**config.mk**
```make
export PLATFORM = sky130hd
export DESIGN_NAME = uart_msg_sender
export DESIGN_NICKNAME = d
export VERILOG_FILES = /design/src/rtl/uart_msg_sender.sv
export SDC_FILE = /design/constraint.sdc
export NUM_CORES = 1
export LEC_CHECK = 0
export CAP_MARGIN = 5
export CORE_ASPECT_RATIO = 2
export CORE_MARGIN = 4
export CORE_UTILIZATION = 60
export DETAILED_ROUTE_END_ITERATION = 10
export PLACE_DENSITY_LB_ADDON = 0.08
export SYNTH_ARGS = -nofsm -noshare
export SYNTH_HDL_FRONTEND = slang
export SYNTH_SLANG_ARGS = --single-unit
export TNS_END_PERCENT = 30
```
**constraint.sdc**
```tcl
create_clock -name sclk -period 5.55 [get_ports sclk]
set_input_delay 0.8325 -clock sclk [delete_from_list [all_inputs] [get_ports sclk]]
set_output_delay 0.8325 -clock sclk [all_outputs]
set_load 0.02 [all_outputs]
```
**src/rtl/uart_msg_sender.sv**
```systemverilog
// -----------------------------------------------------------------------------
// uart_msg_sender
//   Upstream feeder for uart_ctrler. A one-cycle start pulse makes it send the
//   ASCII message "Hello FPGA\r\n" one byte at a time. Each byte is presented
//   on tx_byte, then tx_trigger pulses, and the next byte waits for tx_done.
//
// Optional feature (macro UART_MSG_SENDER_COUNT_EN):
//   The message becomes "Hello FPGA NN\r\n". NN is a decimal message counter
//   (00..99) that advances on every msg_done. It is latched when start is
//   accepted, so it stays constant for the whole message.
//
// Parameters:
//   GAP_CLKS     idle cycles inserted after each tx_done before the next trigger
//   TIMEOUT_CLKS max cycles to wait for tx_done per byte (0 = no timeout)
//
// Ports:
//   sclk         in   system clock
//   nrst         in   asynchronous active-low reset
//   start        in   one-cycle request to send the message
//   tx_done      in   one-cycle pulse from uart_ctrler when a byte is finished
//   tx_trigger   out  one-cycle pulse asking uart_ctrler to send tx_byte
//   tx_byte      out  byte to send; stable from one cycle before tx_trigger
//                     until tx_done
//   busy         out  high from start acceptance until done or abort
//   msg_done     out  one-cycle pulse after the last byte's tx_done
//   tx_err       out  one-cycle pulse when a tx_done timeout aborts the message
//   o_dbg_state  out  current FSM state (IDLE=0, TRIG=1, WAIT=2, GAP=3)
//
// Handshake: tx_byte is loaded one cycle before tx_trigger is raised and is
// held until tx_done is seen; tx_done is only acted on in WAIT, so a tx_done
// arriving at any other time is ignored.
// -----------------------------------------------------------------------------
module uart_msg_sender #(
    parameter int GAP_CLKS     = 0,
    parameter int TIMEOUT_CLKS = 100000
) (
    input  logic       sclk,
    input  logic       nrst,
    input  logic       start,
    input  logic       tx_done,
    output logic       tx_trigger,
    output logic [7:0] tx_byte,
    output logic       busy,
    output logic       msg_done,
    output logic       tx_err,
    output logic [1:0] o_dbg_state
);

`ifdef UART_MSG_SENDER_COUNT_EN
    localparam int MSG_LEN = 15;
    localparam int IDX_W   = 5;
`else
    localparam int MSG_LEN = 12;
    localparam int IDX_W   = 4;
`endif

    // A zero gap still needs a legal 1-bit counter, and the timeout counter
    // is at least 17 bits wide.
    localparam int GAP_W  = (GAP_CLKS > 0) ? $clog2(GAP_CLKS + 1) : 1;
    localparam int TO_CLG = $clog2(TIMEOUT_CLKS + 1);
    localparam int TO_W   = (TO_CLG > 17) ? TO_CLG : 17;

    localparam logic [IDX_W-1:0] IDX_LAST = IDX_W'(MSG_LEN - 1);
    localparam logic [GAP_W-1:0] GAP_LAST = GAP_W'(GAP_CLKS - 1);
    localparam logic [TO_W-1:0]  TO_LAST  = TO_W'(TIMEOUT_CLKS - 1);

    typedef enum logic [1:0] {
        S_IDLE = 2'd0,
        S_TRIG = 2'd1,
        S_WAIT = 2'd2,
        S_GAP  = 2'd3
    } state_t;

    state_t           r_state;
    logic [IDX_W-1:0] r_idx;
    logic [GAP_W-1:0] r_gap_cnt;
    logic [TO_W-1:0]  r_to_cnt;
    logic [IDX_W-1:0] w_next_idx;

`ifdef UART_MSG_SENDER_COUNT_EN
    logic [3:0] r_cnt_t;   // running message counter, tens digit
    logic [3:0] r_cnt_o;   // running message counter, ones digit
    logic [3:0] r_dig_t;   // digits frozen for the message in flight
    logic [3:0] r_dig_o;
`endif

    assign w_next_idx  = r_idx + 1'b1;
    assign o_dbg_state = r_state;

    // Combinational message ROM.
    function automatic logic [7:0] f_rom(input logic [IDX_W-1:0] i);
        logic [7:0] b;
        case (i)
            IDX_W'(0):  b = 8'h48;
            IDX_W'(1):  b = 8'h65;
            IDX_W'(2):  b = 8'h6C;
            IDX_W'(3):  b = 8'h6C;
            IDX_W'(4):  b = 8'h6F;
            IDX_W'(5):  b = 8'h20;
            IDX_W'(6):  b = 8'h46;
            IDX_W'(7):  b = 8'h50;
            IDX_W'(8):  b = 8'h47;
            IDX_W'(9):  b = 8'h41;
`ifdef UART_MSG_SENDER_COUNT_EN
            IDX_W'(10): b = 8'h20;
            IDX_W'(11): b = {4'h3, r_dig_t};
            IDX_W'(12): b = {4'h3, r_dig_o};
            IDX_W'(13): b = 8'h0D;
            IDX_W'(14): b = 8'h0A;
`else
            IDX_W'(10): b = 8'h0D;
            IDX_W'(11): b = 8'h0A;
`endif
            default:    b = 8'h00;
        endcase
        return b;
    endfunction

    always_ff @(posedge sclk or negedge nrst) begin
        if (!nrst) begin
            r_state    <= S_IDLE;
            r_idx      <= '0;
            r_gap_cnt  <= '0;
            r_to_cnt   <= '0;
            tx_trigger <= 1'b0;
            tx_byte    <= 8'h00;
            busy       <= 1'b0;
            msg_done   <= 1'b0;
            tx_err     <= 1'b0;
`ifdef UART_MSG_SENDER_COUNT_EN
            r_cnt_t    <= 4'd0;
            r_cnt_o    <= 4'd0;
            r_dig_t    <= 4'd0;
            r_dig_o    <= 4'd0;
`endif
        end else begin
            // Pulse outputs default low; each is raised for a single cycle.
            tx_trigger <= 1'b0;
            msg_done   <= 1'b0;
            tx_err     <= 1'b0;
            case (r_state)
                S_IDLE: begin
                    if (start) begin
                        r_idx   <= '0;
                        tx_byte <= f_rom('0);
                        busy    <= 1'b1;
                        r_state <= S_TRIG;
`ifdef UART_MSG_SENDER_COUNT_EN
                        r_dig_t <= r_cnt_t;
                        r_dig_o <= r_cnt_o;
`endif
                    end
                end
                S_TRIG: begin
                    tx_trigger <= 1'b1;
                    r_to_cnt   <= '0;
                    r_state    <= S_WAIT;
                end
                S_WAIT: begin
                    r_to_cnt <= r_to_cnt + 1'b1;
                    // tx_done is tested first so it wins over a same-cycle timeout.
                    if (tx_done) begin
                        if (r_idx == IDX_LAST) begin
                            busy     <= 1'b0;
                            msg_done <= 1'b1;
                            r_idx    <= '0;
                            r_state  <= S_IDLE;
`ifdef UART_MSG_SENDER_COUNT_EN
                            if (r_cnt_o == 4'd9) begin
                                r_cnt_o <= 4'd0;
                                r_cnt_t <= (r_cnt_t == 4'd9) ? 4'd0 : r_cnt_t + 4'd1;
                            end else begin
                                r_cnt_o <= r_cnt_o + 4'd1;
                            end
`endif
                        end else begin
                            r_idx   <= w_next_idx;
                            tx_byte <= f_rom(w_next_idx);
                            if (GAP_CLKS > 0) begin
                                r_gap_cnt <= '0;
                                r_state   <= S_GAP;
                            end else begin
                                r_state <= S_TRIG;
                            end
                        end
                    end else if ((TIMEOUT_CLKS != 0) && (r_to_cnt == TO_LAST)) begin
                        // Abort; tx_byte keeps the byte that never completed.
                        tx_err  <= 1'b1;
                        busy    <= 1'b0;
                        r_idx   <= '0;
                        r_state <= S_IDLE;
                    end
                end
                S_GAP: begin
                    if (r_gap_cnt == GAP_LAST) begin
                        r_state <= S_TRIG;
                    end else begin
                        r_gap_cnt <= r_gap_cnt + 1'b1;
                    end
                end
                default: r_state <= S_IDLE;
            endcase
        end
    end

endmodule
```
==> run summary, run 1 <==
Min Tclk post-route = 2.362 ns
EDFF count, synth = 0
Switching part of the total = 40.76%
Final Hold Violating Endpoints = 0
Clock Skew = 0.003962 ns
Layout cells sized above 1 = 6.531%
Pre-antenna DRT Iters = 4
Netlist cell types = 47
Post-cts resize count = 0
Die Height = 90.91 um
Area grow syn2layout = 12.86%
R2R Setup Slk = 3.19 ns
VDD IR max = 0.0003125 V
Initial Utilization = 63.85%
Fin util = 72.07%
Internal power = 0.5829 mW
ANT cells = 0
Slew headroom = 55.92%
Fill count = 249
Final TNS setup = 0 ns
CP Cell Sequence = inv_1 > ha_1 > nand2_1 > o21bai_1 > nor2_1 > o221ai_1 > a2bb2oi_1
CP Depth = 7
Worst R2R Path Depth = 7
Least-Margin Pin Slew = 0.6612 ns
Hold Crit Class = flop to flop
Hold path cells = 1
Leakage = 0.9602 nW
Met3 usage = 4.132%
Mapped Avg Cell Area = 8.965 um^2
Avg Vias per Cell = 6.529
Area contributors post-synth = dfrtp_1 (42%), o21ai_0 (6.1%), ha_1 (5.5%)
Pin count of the biggest net entering global routing = 36
Power Density = 422.8 mW/mm^2
DR iter-0 viols = 35
Seq pwr share = 35.7%
Die area = 0.004495 mm^2
Clock buffer count from CTS = 5
Die Wd = 49.45 um
Setup crit end = tx_byte[6]
Grt met2 use = 42.49%
Max incr delay on CP = 0.59 ns
Row Count = 29
F_max = 0.4233 GHz
Comb power frac = 43.6%
I/O pins = 18
CTS sink cnt = 35
Placer Congestion = 0.9216
Reg clk slew, reported paths = 0.07 ns
Avg WL per Cell = 17.04 um
Post-synth top area share = 42.48%
Max_cap viols = 0
Syn_nets = 243
CTS Root Cell = clkbuf_8
Tcrit/Tclk final = 42.57%
CP endpoint kind = flop
Main synth FF type = dfrtp_1
Total wire length = 4703 um
CTS tree = yes
Register bit total from synthesis = 35
Cell Area, Synth = 0.002062 mm^2
Total track usage = 22.79%
Number of post-CTS setup repair buffers = 0
Clk buf depth = 2
RSZ-0062 raised after global routing = false
Post-Syn Instances = 230
Antenna Nets Post-Route = 0
Vias in the first global route = 1869
CTS H-tree lvls = 2
FF-to-FF Start = o_dbg_state[0]
Met1 usage = 21.51%
Commonest non-fill, non-tap cell in the layout = dfrtp_1
Crit Path Max Fanout = 17
Sequential area share after synthesis = 42.48%
Global-route layer with the greatest usage = met2
Cell family with most CP delay = compound AO/OA/AOI/OAI gates
Hold WS = 0.4824 ns
Most frequent cells in the layout = dfrtp_1 (35), nand2_1 (27), o21ai_0 (25)
Critical setup path kind = flop to flop
First-pass GRT wire length = 7983 um
Status = finished clean
Worst Setup SP = o_dbg_state[0]
Worst flop-to-flop path endpoint = tx_byte[6]
Drt drc = 0
Sw power = 0.4011 mW
Port-buffer cells = 16
Vias = 1802
CP Buf/Inv Count = 1
Total gr overflow = 0
Fin. max-slew vios = 0
CP Data Arrival Time = 2.53 ns
Final setup viols = 0
Hold-fix buffers, CTS = 0
Synth warn = 0
Antenna violations before repair = 0
Worst-Skew Late Latency = 0.29 ns
WP data required = 5.72 ns
Leading area contributor after synthesis = dfrtp_1
Slowest stage cell, crit path = ha_1
Fin nets = 257
Core Box Area = 0.003229 mm^2
Detailed Place HPWL = 3455 um
Ys async rst share = 100.0%
Clock share of power = 20.7%
Final Power = 0.9839 mW
Setup crit start kind = flop
## synth_stat cells (3+ instances only)
| cell type | instances |
|---|---|
| nand2b_1 | 7 |
| ha_1 | 9 |
| nand3_1 | 11 |
| nand4_1 | 5 |
| dfrtp_1 | 35 |
| o311ai_0 | 3 |
| nor2_1 | 9 |
| nor3_1 | 4 |
| or2_2 | 3 |
| o21ai_0 | 25 |
| a21oi_1 | 10 |
| xnor2_1 | 7 |
| inv_1 | 15 |
| nor2b_1 | 5 |
| or3_1 | 3 |
| clkbuf_1 | 9 |
| nand2_1 | 27 |
## area by class of cell
| class | instances | area [um^2] | area share (%) |
|---|---|---|---|
| flip-flops and latches | 35 | 875.8 | 37.63 |
| multi-input cells | 169 | 1085 | 46.61 |
| well taps | 31 | 38.79 | 1.667 |
| clock buffers | 8 | 100.1 | 4.301 |
| inverters | 16 | 60.06 | 2.581 |
| repair buffers | 17 | 167.7 | 7.204 |
## layer usage
metal	wire length, um	part of all wire, %
met5	0	0
met4	200	4.3
met3	174	3.7
met2	2668	57
met1	1659	35
## power groups by stage
| stage | registers (mW) | logic [mW] | clock network (mW) |
|---|---|---|---|
| floorplan | 0.373 | 0.271 | 0 |
| global placement | 0.352 | 0.414 | 0 |
| detailed placement | 0.356 | 0.428 | 0 |
| CTS | 0.351 | 0.431 | 0.208 |
| global route | 0.360 | 0.471 | 0.218 |
| finish | 0.351 | 0.429 | 0.203 |
## how the worst min path moves through the flow
stage                     from         end
finish               r_gap_cnt   r_gap_cnt
global route        tx_byte[0]  tx_byte[0]
CTS                  r_gap_cnt   r_gap_cnt
detailed placement   r_gap_cnt   r_gap_cnt
global placement     r_gap_cnt   r_gap_cnt
floorplan            r_gap_cnt   r_gap_cnt
## stage by stage
| stage | cell area, um^2 | cells | setup WS, ns |
|---|---|---|---|
| after floorplan | 2062 | 230 | 3.533 |
| after global placement | 2227 | 268 | 3.073 |
| after detailed placement | 2227 | 268 | 3.055 |
| after CTS | 2327 | 276 | 3.193 |
| after global routing | 2327 | 276 | 3.002 |
| final | 2327 | 276 | 3.188 |
## logic make-up (layout without fill, tap and decap cells)
| kind of cell | after synthesis | after routing | synth area share, % |
|---|---|---|---|
| other | 1 | 1 | 0.1819 |
| AND/OR/NAND/NOR | 90 | 90 | 24.03 |
| AO/OA/AOI/OAI | 57 | 57 | 17.48 |
| multiplexers | 4 | 4 | 2.063 |
| flip-flops | 35 | 35 | 42.48 |
| adder cells (fa/ha/maj) | 9 | 9 | 5.461 |
| XOR/XNOR | 8 | 8 | 3.398 |
| buffers and inverters | 26 | 41 | 4.915 |
## flip-flops by register name (all words and copies together), names as in the netlist, 2 cells and up
name,cells
r_idx,4
o_dbg_state,2
r_to_cnt,17
tx_byte,7
(Power assumes the default switching activity.)
==> inputs of run 2 (changes only) <==
Settings changed: CORE_UTILIZATION 60 to 57.
Clock period 5.55 ns to 2.2 ns, I/O delays scaled along.
==> run summary, run 2 (synthesized netlist as in run 1, its figures left out) <==
Status = finished clean
Largest Register = r_to_cnt
Clock share of power = 19.5% (-1.2 points)
Layout cells sized above 1 = 9.524% (+3.0 points)
Avg Vias per Cell = 6.083 (-6.8%)
Most frequent cells in the layout = dfrtp_1 (35), nand2_1 (27), o21ai_0 (25)
VDD IR max = 0.0008423 V (+170%)
Area grow syn2layout = 16.69%
Pre-CTS WS = 0.1332 ns (-2.922 ns)
Fill count = 283 (+14%)
Hold Crit Class = input pin to async pin
Worst-Skew Late Latency = 0.29 ns (about the same)
WP data required = 2.37 ns (-3.35 ns)
Comb power frac = 47.6% (+4.0 points)
Leakage = 0.9956 nW (+3.7%)
Clock Skew = 0.01066 ns (+0.006694 ns)
Antenna violations before repair = 0 (unchanged)
DR iter-0 viols = 59 (+69%)
Internal power = 1.558 mW (+170%)
CP Data Arrival Time = 2.23 ns (-0.30 ns)
Vias = 1825 (+1.3%)
Min Tclk post-route = 2.060 ns (-0.3028 ns)
Dpl cells = 292 (+9.0%)
Drt drc = 0 (unchanged)
Initial Utilization = 59.71% (-4.1 points)
Final TNS setup = 0 ns (unchanged)
Core Box Area = 0.003453 mm^2 (+6.9%)
Die Height = 93.06 um (+2.4%)
Total wire length = 5157 um (+9.7%)
Worst R2R Path Depth = 5 (-2)
I/O pins = 18 (unchanged)
Tcrit/Tclk final = 93.62% (+51 points)
Pre-antenna DRT Iters = 4 (unchanged)
Final std cells w/o fill = 300 (+8.7%)
CTS tree = yes
Switching part of the total = 40.12% (-0.64 points)
Antenna Nets Post-Route = 0 (unchanged)
Clk buf depth = 2 (unchanged)
Number of post-CTS setup repair buffers = 0 (unchanged)
Crit Path Max Fanout = 5 (-12)
Placer Congestion = 0.8819 (-4.3%)
Sw power = 1.044 mW (+160%)
Die area = 0.004702 mm^2 (+4.6%)
Fin nets = 264 (+2.7%)
Avg WL per Cell = 17.19 um (+0.88%)
Total gr overflow = 0 (unchanged)
First-pass GRT wire length = 8776 um (+9.9%)
Commonest non-fill, non-tap cell in the layout = dfrtp_1
Fin worst setup slack = 0.1405 ns (-3.047 ns)
Pin count of the biggest net entering global routing = 36 (unchanged)
Row Count = 30 (+3.4%)
RSZ-0062 raised after global routing = false
Vias in the first global route = 1909 (+2.1%)
Biggest regs = r_to_cnt (17), tx_byte (7), r_idx (4)
Area of the multi-input gates = 0.001090 mm^2 (+0.46%)
Detailed Place HPWL = 3909 um (+13%)
Final Hold Violating Endpoints = 0 (unchanged)
CTS Root Cell = clkbuf_8
Storage element area = 875.8 um^2 (unchanged)
Seq pwr share = 32.9% (-2.8 points)
Total track usage = 24.95% (+2.2 points)
CP endpoint kind = flop
Clock buffer count from CTS = 5 (unchanged)
Port-buffer cells = 16 (unchanged)
Max_cap viols = 0 (unchanged)
ANT cells = 0 (unchanged)
Max reg flops = 17 (unchanged)
Fin. max-slew vios = 0 (unchanged)
F_max = 0.4855 GHz (+15%)
Power Density = 1081 mW/mm^2 (+160%)
Critical setup path kind = flop to flop
CTS H-tree lvls = 2 (unchanged)
Reg clk slew, reported paths = 0.07 ns (about the same)
Setup crit start kind = flop
CTS sink cnt = 35 (unchanged)
Die Wd = 50.53 um (+2.2%)
Final setup viols = 0 (unchanged)
run 2: worst max-delay path, stage by stage, from the launching register on:
cell,delay [ns]
dfrtp_1,0.42
or4b_4,0.55
nor4_4,0.34
nor2_2,0.06
nor3_2,0.24
mux2_1,0.35
run 2: worst paths after layout:
check	to	from	slack, ns
min reg2reg	r_gap_cnt	r_gap_cnt	0.47
max	o_dbg_state[1]	r_to_cnt[13]	0.14
min in group sclk	r_gap_cnt	r_gap_cnt	0.47
max in group asynchronous	r_to_cnt[8]	nrst	1.43
min	tx_trigger	nrst	0.45
max reg2reg	o_dbg_state[1]	r_to_cnt[13]	0.14
run 2: metal layers:
metal | GRT usage, % | vias up | part of all wire (%)
li1 | - | 851 | -
met1 | 22.80 | 883 | 33
met2 | 45.85 | 61 | 57
met3 | 4.625 | 30 | 3.4
met4 | 19.55 | 0 | 7.3
met5 | 0 | - | 0
run 2: final cells by class:
cell class              instances  area share, %
well taps                      48          2.496
multi-input cells             169          45.29
repair buffers                 24          9.152
flip-flops and latches         35          36.40
clock buffers                   8          4.160
inverters                      16          2.496
run 2: power groups by stage:
stage | clock, mW | sequential [mW] | combinational (mW)
floorplan | 0 | 0.941 | 0.684
detailed placement | 0 | 0.869 | 1.24
CTS | 0.521 | 0.857 | 1.24
finish | 0.508 | 0.855 | 1.24
global placement | 0 | 0.858 | 1.21
global route | 0.549 | 0.873 | 1.37
run 2: timing repair:
item,in CTS,in global routing
resized for setup,0,1
setup endpoints to repair,0,1
hold buffers,0,0
run 2: stage by stage:
step	total power [mW]	hold slack, ns	cell area (um^2)	utilization [%]
CTS	2.621	0.4627	2401	69.53
detailed placement	2.107	0.4592	2301	66.63
finish	2.602	0.4514	2406	69.67
global route	2.794	0.4884	2406	69.67
floorplan	1.625	0.03441	2062	-
global placement	2.069	0.4509	2301	66.63
==> inputs of run 3 (changes only) <==
Settings changed: PLACE_DENSITY set to 0.79, PLACE_DENSITY_LB_ADDON 0.08 to unset.
==> run summary, run 3 (synthesized netlist as in run 1, its figures left out) <==
Status = finished clean
Crit Path Max Fanout = 3 (-2)
Grt met2 use = 38.65% (-7.2 points)
CP endpoint kind = flop
Fin nets = 267 (+1.1%)
Final Hold Violating Endpoints = 0 (unchanged)
Clock Skew = 0.006973 ns (-0.003684 ns)
FF-to-FF Start = r_to_cnt[12]
Largest Register = r_to_cnt
Power Density = 1066 mW/mm^2 (-1.4%)
Final Power = 2.578 mW (-0.92%)
Max reg flops = 17 (unchanged)
Final TNS setup = 0 ns (unchanged)
ANT cells = 0 (unchanged)
Area grow syn2layout = 17.23%
Total gr overflow = 0 (unchanged)
Fill count = 299 (+5.7%)
Setup crit start kind = flop
Avg WL per Cell = 15.25 um (-11%)
CTS Root Cell = clkbuf_8
Pre-antenna DRT Iters = 4 (unchanged)
Die Height = 93.06 um (unchanged)
Reg clk slew, reported paths = 0.07 ns (about the same)
Vias in the first global route = 1795 (-6.0%)
Antenna violations before repair = 0 (unchanged)
Met3 usage = 2.871% (-1.8 points)
Clock share of power = 17.4% (-2.1 points)
Final instance area = 0.002417 mm^2 (+0.47%)
Critical setup path kind = flop to flop
Total wire length = 4621 um (-10%)
Avg Vias per Cell = 5.924 (-2.6%)
Core Box Area = 0.003453 mm^2 (unchanged)
Global-route layer with the greatest usage = met2
R2R Setup Slk = 0.12 ns (-0.02 ns)
Commonest non-fill, non-tap cell in the layout = dfrtp_1
Seq pwr share = 33.2% (+0.3 points)
Post-cts resize count = 0 (unchanged)
Drt drc = 0 (unchanged)
Initial Utilization = 59.71% (unchanged)
Detailed Place HPWL = 3464 um (-11%)
Leakage = 1.006 nW (+1.0%)
Die Wd = 50.53 um (unchanged)
Layout cells sized above 1 = 9.804% (+0.28 points)
Dpl cells = 295 (+1.0%)
VDD IR max = 0.0007973 V (-5.3%)
Antenna Nets Post-Route = 0 (unchanged)
Min Tclk post-route = 2.079 ns (+0.01960 ns)
Fin. max-slew vios = 0 (unchanged)
Worst Setup SP = r_to_cnt[12]
Vias = 1795 (-1.6%)
Sw power = 1.046 mW (+0.24%)
Worst-Skew Late Latency = 0.29 ns (about the same)
Clk buf depth = 2 (unchanged)
Total track usage = 21.99% (-3.0 points)
Row Count = 30 (unchanged)
Placed Area = 0.002336 mm^2 (+1.5%)
Most frequent cells in the layout = dfrtp_1 (35), nand2_1 (27), o21ai_0 (25)
WP data required = 2.37 ns (about the same)
Met1 usage = 23.57% (+0.77 points)
RSZ-0062 raised after global routing = false
DR iter-0 viols = 44 (-25%)
Hold-fix buffers, CTS = 0 (unchanged)
Final setup viols = 0 (unchanged)
Port-buffer cells = 16 (unchanged)
Clock buffer count from CTS = 5 (unchanged)
I/O pins = 18 (unchanged)
CP Data Arrival Time = 2.25 ns (+0.02 ns)
CTS sink cnt = 35 (unchanged)
Internal power = 1.531 mW (-1.7%)
CTS H-tree lvls = 2 (unchanged)
CTS tree = yes
First-pass GRT wire length = 7983 um (-9.0%)
Comb power frac = 49.4% (+1.8 points)
Pin count of the biggest net entering global routing = 36 (unchanged)
Number of post-CTS setup repair buffers = 0 (unchanged)
Placer Congestion = 0.8619 (-2.3%)
Hold Crit Class = input pin to async pin
F_max = 0.4810 GHz (-0.94%)
Tcrit/Tclk final = 94.51% (+0.89 points)
Biggest regs = r_to_cnt (17), tx_byte (7), r_idx (4)
Final std cells w/o fill = 303 (+1.0%)
Hold WS = 0.4580 ns (+0.006662 ns)
Max_cap viols = 0 (unchanged)
Switching part of the total = 40.59% (+0.47 points)
Die area = 0.004702 mm^2 (unchanged)
==> run 3: cell types whose count changed in the layout (fill, tap and decap cells not counted), sizes merged <==
cell,change
clkbuf,-1
buf,+3
clkinv,+1
==> run 3: through the flow <==
| step | util (%) | setup slack [ns] |
|---|---|---|
| 6_report | 70.00 | 0.1209 |
| 5_1_grt | 70.00 | 0.02309 |
| 4_1_cts | 70.00 | 0.1108 |
| 3_5_place_dp | 67.64 | 0.1284 |
| 3_3_place_gp | 67.64 | 0.1754 |
| 2_1_floorplan | - | 0.1834 |
==> run 3: final cells by class <==
class	count	area (um^2)	area share, %
clock buffers	7	76.32	3.157
clock inverters	1	5.005	0.2070
inverters	16	60.06	2.484
multi-input cells	169	1085	44.88
flip-flops and latches	35	875.8	36.23
well taps	48	60.06	2.484
repair buffers	27	255.2	10.56
==> run 3: path summary, 6_finish.rpt <==
path                                  end  depth (start not counted)
max                        o_dbg_state[0]                          5
min                        o_dbg_state[1]                          2
max reg2reg                o_dbg_state[0]                          5
min reg2reg                     r_gap_cnt                          1
max in group asynchronous      tx_byte[3]                          2
min in group sclk               r_gap_cnt                          1
==> run 3: power by group through the flow <==
stage	clock network (mW)	logic [mW]	registers, mW
final	0.448	1.27	0.855
after global routing	0.483	1.42	0.876
after CTS	0.459	1.28	0.854
after detailed placement	0	1.27	0.864
after global placement	0	1.26	0.863
after floorplan	0	0.684	0.941
==> run 3: critical path, cell delays in order (launching register included) <==
cell,delay [ns]
dfrtp_1,0.41
or4b_1,0.58
nor4_4,0.35
nor2_2,0.06
nor3_2,0.22
mux2_1,0.34
==> run 3: layer usage <==
| layer | routed length, um | part of all wire (%) |
|---|---|---|
| met1 | 1712 | 37 |
| met2 | 2489 | 54 |
| met3 | 166 | 3.6 |
| met4 | 253 | 5.5 |
| met5 | 0 | 0 |
